--- config.mk ---
export PLATFORM = sky130hd
export DESIGN_NAME = main_control
export DESIGN_NICKNAME = d
export VERILOG_FILES = /design/src/rtl/main_control_pkg.sv /design/src/rtl/main_control.sv
export SDC_FILE = /design/constraint.sdc
export NUM_CORES = 1
export LEC_CHECK = 0
export CAP_MARGIN = 10
export CELL_PAD_IN_SITES_DETAIL_PLACEMENT = 0
export CELL_PAD_IN_SITES_GLOBAL_PLACEMENT = 1
export CORE_MARGIN = 2
export CORE_UTILIZATION = 32
export DETAILED_ROUTE_END_ITERATION = 8
export PLACE_DENSITY = 0.79
export SYNTH_ARGS = -nofsm -noshare
export SYNTH_HDL_FRONTEND = slang
export SYNTH_SLANG_ARGS = --single-unit
--- constraint.sdc ---
create_clock -name clock -period 2.02 [get_ports clock]
set_input_delay 0.404 -clock clock [delete_from_list [all_inputs] [get_ports clock]]
set_output_delay 0.404 -clock clock [all_outputs]
set_load 0.02 [all_outputs]
--- src/rtl/main_control_pkg.sv ---
// Shared decode constants for the multicycle controller and the ALU control stage.
// Latency: n/a (constants, types and one pure decode function).
// Backpressure: n/a.
package main_control_pkg;

    // Instruction opcodes (instruction[31:26])
    localparam logic [5:0] OP_RTYPE = 6'b000000;
    localparam logic [5:0] OP_J     = 6'b000010;
    localparam logic [5:0] OP_BEQ   = 6'b000100;
    localparam logic [5:0] OP_BNE   = 6'b000101;
    localparam logic [5:0] OP_ADDI  = 6'b001000;
    localparam logic [5:0] OP_SLTI  = 6'b001010;
    localparam logic [5:0] OP_ANDI  = 6'b001100;
    localparam logic [5:0] OP_ORI   = 6'b001101;
    localparam logic [5:0] OP_LUI   = 6'b001111;
    localparam logic [5:0] OP_LW    = 6'b100011;
    localparam logic [5:0] OP_SW    = 6'b101011;

    // Operation class handed to the ALU control stage
    localparam logic [3:0] ALU_ADD   = 4'b0000;
    localparam logic [3:0] ALU_SUB   = 4'b0001;
    localparam logic [3:0] ALU_RTYPE = 4'b0010;
    localparam logic [3:0] ALU_AND   = 4'b0011;
    localparam logic [3:0] ALU_LUI   = 4'b0100;
    localparam logic [3:0] ALU_OR    = 4'b0101;
    localparam logic [3:0] ALU_SLT   = 4'b0110;

    typedef enum logic [3:0] {
        ST_FETCH    = 4'd0,
        ST_DECODE   = 4'd1,
        ST_MEM_ADDR = 4'd2,
        ST_MEM_RD   = 4'd3,
        ST_MEM_WB   = 4'd4,
        ST_MEM_WR   = 4'd5,
        ST_R_EXEC   = 4'd6,
        ST_R_WB     = 4'd7,
        ST_I_EXEC   = 4'd8,
        ST_I_WB     = 4'd9,
        ST_BRANCH   = 4'd10,
        ST_JUMP     = 4'd11
    } state_t;

    // Datapath control word; field order mirrors the top-level output list
    typedef struct packed {
        logic       pc_en;
        logic       iord;
        logic       mem_read;
        logic       mem_write;
        logic       ir_write;
        logic       reg_dst;
        logic       mem_to_reg;
        logic       reg_write;
        logic       alu_src_a;
        logic [1:0] alu_src_b;
        logic       ext_zero;
        logic [1:0] pc_source;
        logic [3:0] alu_op;
        logic       illegal;
    } ctrl_t;

    // State that follows DECODE for a given opcode; ST_FETCH means undefined opcode
    function automatic state_t dispatch(input logic [5:0] op);
        case (op)
            OP_RTYPE:                                 return ST_R_EXEC;
            OP_LW, OP_SW:                             return ST_MEM_ADDR;
            OP_BEQ, OP_BNE:                           return ST_BRANCH;
            OP_J:                                     return ST_JUMP;
            OP_ADDI, OP_ANDI, OP_ORI, OP_SLTI, OP_LUI: return ST_I_EXEC;
            default:                                  return ST_FETCH;
        endcase
    endfunction

endpackage

--- src/rtl/main_control.sv ---
// Multicycle MIPS-style main controller: Moore FSM driving datapath strobes and muxes.
// Latency: R/sw/I 4, lw 5, beq/bne/j 3, undefined opcode 2 cycles (FETCH to FETCH).
// Backpressure: none; advances every clock, synchronous reset aborts any instruction.
//
// Ports: clock/reset (sync, active-high); opcode = IR[31:26]; zero = ALU zero flag
// (used only in BRANCH); outputs are the datapath control strobes/selects, alu_op
// class for ALU control, and illegal (one-cycle pulse after an undefined opcode).
module main_control
    import main_control_pkg::*;
(
    input  logic       clock,
    input  logic       reset,
    input  logic [5:0] opcode,
    input  logic       zero,
    output logic       pc_en,
    output logic       iord,
    output logic       mem_read,
    output logic       mem_write,
    output logic       ir_write,
    output logic       reg_dst,
    output logic       mem_to_reg,
    output logic       reg_write,
    output logic       alu_src_a,
    output logic [1:0] alu_src_b,
    output logic       ext_zero,
    output logic [1:0] pc_source,
    output logic [3:0] alu_op,
    output logic       illegal
);

    state_t     state;
    state_t     state_nxt;
    logic [5:0] op_q;
    logic       illegal_q;
    ctrl_t      ctrl;

    // op_q holds the opcode seen in DECODE so later states ignore IR changes.
    // illegal_q is set for exactly the cycle after a DECODE of an undefined
    // opcode, keeping the pulse registered rather than decoded from live IR.
    always_ff @(posedge clock) begin
        if (reset) begin
            state     <= ST_FETCH;
            op_q      <= '0;
            illegal_q <= 1'b0;
        end else begin
            state     <= state_nxt;
            illegal_q <= (state == ST_DECODE) && (dispatch(opcode) == ST_FETCH);
            if (state == ST_DECODE) begin
                op_q <= opcode;
            end
        end
    end

    // Next-state process
    always_comb begin
        state_nxt = ST_FETCH;
        case (state)
            ST_FETCH:    state_nxt = ST_DECODE;
            ST_DECODE:   state_nxt = dispatch(opcode);
            ST_MEM_ADDR: state_nxt = (op_q == OP_LW) ? ST_MEM_RD : ST_MEM_WR;
            ST_MEM_RD:   state_nxt = ST_MEM_WB;
            ST_R_EXEC:   state_nxt = ST_R_WB;
            ST_I_EXEC:   state_nxt = ST_I_WB;
            default:     state_nxt = ST_FETCH;
        endcase
    end

    // Output-decode process; only BRANCH looks at a live input (zero)
    always_comb begin
        ctrl         = '0;
        ctrl.illegal = illegal_q;
        case (state)
            ST_FETCH: begin
                ctrl.mem_read  = 1'b1;
                ctrl.ir_write  = 1'b1;
                ctrl.alu_src_b = 2'b01;
                ctrl.pc_en     = 1'b1;
            end
            ST_DECODE: begin
                ctrl.alu_src_b = 2'b11;
            end
            ST_MEM_ADDR: begin
                ctrl.alu_src_a = 1'b1;
                ctrl.alu_src_b = 2'b10;
            end
            ST_MEM_RD: begin
                ctrl.mem_read = 1'b1;
                ctrl.iord     = 1'b1;
            end
            ST_MEM_WB: begin
                ctrl.reg_write  = 1'b1;
                ctrl.mem_to_reg = 1'b1;
            end
            ST_MEM_WR: begin
                ctrl.mem_write = 1'b1;
                ctrl.iord      = 1'b1;
            end
            ST_R_EXEC: begin
                ctrl.alu_src_a = 1'b1;
                ctrl.alu_op    = ALU_RTYPE;
            end
            ST_R_WB: begin
                ctrl.reg_write = 1'b1;
                ctrl.reg_dst   = 1'b1;
            end
            ST_I_EXEC: begin
                ctrl.alu_src_a = 1'b1;
                ctrl.alu_src_b = 2'b10;
                case (op_q)
                    OP_ANDI: ctrl.alu_op = ALU_AND;
                    OP_ORI:  ctrl.alu_op = ALU_OR;
                    OP_SLTI: ctrl.alu_op = ALU_SLT;
                    OP_LUI:  ctrl.alu_op = ALU_LUI;
                    default: ctrl.alu_op = ALU_ADD;
                endcase
                ctrl.ext_zero = (op_q == OP_ANDI) || (op_q == OP_ORI) || (op_q == OP_LUI);
            end
            ST_I_WB: begin
                ctrl.reg_write = 1'b1;
            end
            ST_BRANCH: begin
                ctrl.alu_src_a = 1'b1;
                ctrl.alu_op    = ALU_SUB;
                ctrl.pc_source = 2'b01;
                ctrl.pc_en     = (op_q == OP_BNE) ? ~zero : zero;
            end
            ST_JUMP: begin
                ctrl.pc_source = 2'b10;
                ctrl.pc_en     = 1'b1;
            end
            default: ;
        endcase
        // Reset forces every strobe low immediately so an aborted instruction
        // cannot issue a write in the cycle reset is applied.
        if (reset) begin
            ctrl = '0;
        end
    end

    assign pc_en      = ctrl.pc_en;
    assign iord       = ctrl.iord;
    assign mem_read   = ctrl.mem_read;
    assign mem_write  = ctrl.mem_write;
    assign ir_write   = ctrl.ir_write;
    assign reg_dst    = ctrl.reg_dst;
    assign mem_to_reg = ctrl.mem_to_reg;
    assign reg_write  = ctrl.reg_write;
    assign alu_src_a  = ctrl.alu_src_a;
    assign alu_src_b  = ctrl.alu_src_b;
    assign ext_zero   = ctrl.ext_zero;
    assign pc_source  = ctrl.pc_source;
    assign alu_op     = ctrl.alu_op;
    assign illegal    = ctrl.illegal;

endmodule
==> flow_summary.ini <==
[run_status]
status = finished, violations left
violations = negative setup slack

[global_route]
grt_pass1_wl_um = 4498
grt_use_met3_pct = 2.791
use_met1_pct = 21.49
grt-ovfl-total = 0
grtUsageTotal_pct = 17.59
grt_max_degree = 16
grt_pass1_vias = 1024
globalRoute.busiestLayer = met2
antenna_found_initial = 0
use_met2_pct = 30.08

[power_and_ir_drop]
p_sw_share_pct = 32.49
p_switching_mw = 0.1930
p_clk_share_pct = 26.2
seqPwrFrac_pct = 40.2
p_int_mw = 0.4010
combPwrFrac_pct = 33.6
peakVddDrop_mv = 0.4033
leakagePower_nw = 0.5973
power-per-cell-area_nw_per_um2 = 427.7
p_total_mw = 0.5940

[min_path]
hold_start = op_q[3]$_SDFFE_PP0P_
worst_hold_path.endpoint = op_q[3]$_SDFFE_PP0P_
hp-class = flip-flop to flip-flop
min_path_cells = 3

[synth]
synth_top_cell_by_area = dfxtp_1
synth-main-ff-cell = dfxtp_1
synth_cell_type_count = 45
synth_top_area_share_pct = 25.43
yosysWarnings = 0
synth_edf_count = 0
syn_area_per_cell_um2 = 7.595
syn_inst = 114
syn-num-nets = 123
synth.most_common_cell = nor2_1
ys_seq_area_share_pct = 25.43
synthArstFlopShare_pct = 0
synthTopCellsByArea = dfxtp_1 25%, mux2i_1 8.1%, nor2_1 6.9%
syn-cell-area_um2 = 865.8
yosys-top-cells-count = 16 x nor2_1, 11 x dfxtp_1, 7 x mux2i_1, 7 x nor3_1
synth-seq-cells = 11

[placement]
gp_congestion = 0.8442
io_buffers = 26
place_area_um2 = 1304
numPlacedInstances = 184
place_hpwl_um = 1972

[critical_path]
critPathTopFamily = simple AND/OR/NAND/NOR gates
cp-start-kind = flip-flop
worstReg2RegEnd = state[2]$_SDFF_PP0_
critPathBufInv = 1
r2r_slack_ps = 460
cp_max_fo = 4
cp-end-kind = primary output
worst_path_largest_cell_delay_ps = 460
setup.worst_path.class = flip-flop to primary output
worstRegToRegCells = 5
r2r-start = state[0]$_SDFF_PP0_
critPathRequiredTime_ps = 1620
crit_chain = or3b_4 > or4b_1 > nand3_1 > buf_6
worstPathArrival_ps = 1730
slowest_stage = or4b_1

[clock_tree]
cts_num_sinks = 11
root_buffer = clkbuf_4
clock_latency_ps = 270
cts_inserted_buffers = 3
clk_pin_slew_worst_paths_ps = 80
cts_tree = yes
ctsHoldBuffers = 0
cts_htree_levels = 1
ctsLongestPathBuffers = 2

[final_layout]
fillers = 248
final_area_um2 = 1389
final_nets = 172
area_growth_syn_to_layout_pct = 60.40
drive_gt1_share_pct = 37.04
layout.cells.non_filler = 192
num_antenna_cells = 0

[sta]
min_period_over_period_pct = 105.4
hold_slack_ps = 600.0
rsz0062_at_grt = yes
slew_viol_final = 0
setup_viol = 2
hold_violations = 0
fmax_mhz = 469.6
min_period_ps = 2130
worst_slack_ps = -109.6
finClkSkew_ps = 0.9361

[floorplanning]
start_util_pct = 34.33
rows = 18
fp.dieH_um = 56.02
dieArea_um2 = 3138
coreArea_um2 = 2522
num_io_pins = 28
die_w_um = 56.02

[routing]
first_pass_iters = 4
drt_iter0_drc = 20
drc = 0
num_vias = 1030
routed_wl_um = 2741
ant_nets = 0
vias_per_cell = 5.365
avgRoutedWirePerCell_um = 14.28

[flow_run]
drv_cap = 0
-- worst register-to-register path: stages (launching register included) --
cell and delay (ps):
dfxtp_1 420, buf_4 210, nor4b_2 200, buf_4 220, nand4b_1 110, a221oi_1 300
-- how the worst max path moves through the flow --
| stage | startpoint | end | slack [ps] | cells past startpoint |
|---|---|---|---|---|
| 2_1_floorplan | state[3]$_SDFF_PP0_ | alu_op[1] | 120 | 3 |
| 3_3_place_gp | reset | pc_en | -690 | 5 |
| 3_5_place_dp | reset | pc_en | -760 | 5 |
| 4_1_cts | op_q[5]$_SDFFE_PP0P_ | pc_en | -120 | 4 |
| 5_1_grt | op_q[5]$_SDFFE_PP0P_ | pc_en | -150 | 4 |
| 6_report | op_q[5]$_SDFFE_PP0P_ | pc_en | -110 | 4 |
-- metrics by stage --
stage	worst slack [ps]	utilization, %	setup TNS (ps)
after floorplan	116.6	-	0
after global placement	-693.2	51.69	-7384
after detailed placement	-763.0	51.69	-8130
after CTS	-119.2	54.37	-128.1
after global routing	-154.7	55.06	-299.1
final	-109.6	55.06	-172.3
-- area by class of cell --
| type | instances | area [um2] | share of cell area [%] |
|---|---|---|---|
| tap | 30 | 37.54 | 2.703 |
| inverter | 4 | 15.01 | 1.081 |
| clock buffer | 3 | 22.52 | 1.622 |
| timing repair buffer | 52 | 426.7 | 30.72 |
| multi-input combinational | 91 | 653.1 | 47.03 |
| sequential | 11 | 229.0 | 16.49 |
| clock inverter | 1 | 5.005 | 0.3604 |
-- repair_timing --
action,in CTS,in global routing
gates resized for setup,59,27
buffers inserted,3,1
setup endpoints to repair,18,15
pin swaps,1,6
-- layer usage --
layer / part of all wire (%) / routed length [um]
met5: 0 / 0
met2: 51 / 1387
met4: 0.36 / 10
met3: 4.9 / 133
met1: 44 / 1209
-- flip-flops by register name, summed over array words and instances (netlist names) --
name	cells
op_q	6
state	4
illegal_q	1
-- power groups by stage --
stage	sequential (mW)	clock, mW	combinational (mW)
final	0.239	0.156	0.200
after global routing	0.240	0.172	0.218
after CTS	0.239	0.163	0.193
after detailed placement	0.244	0	0.195
after global placement	0.243	0	0.191
after floorplan	0.246	0	0.0986
-- cell usage in the layout, fill, tap and decap left out, types with 4 or more instances in the layout --
| master | synthesis | routed |
|---|---|---|
| a21oi_1 | 4 | 4 |
| buf_2 | 3 | 4 |
| buf_4 | 1 | 26 |
| clkbuf_2 | 0 | 4 |
| clkdlybuf4s50_1 | 0 | 7 |
| dfxtp_1 | 11 | 8 |
| inv_1 | 4 | 4 |
| mux2i_1 | 7 | 7 |
| nor2_1 | 16 | 14 |
| nor3_1 | 7 | 7 |
-- cells by family (layout without fill, tap and decap cells) --
kind of cell	count (synthesis)	in the layout	share of synthesized area, %
other cells	1	1	0.4331
simple gates	59	59	39.31
xor+xnor	3	3	3.035
flops	11	11	25.43
buf+inv	12	60	6.068
compound gates	21	21	17.63
mux	7	7	8.093
No activity file was read; power rests on OpenSTA's default activity.
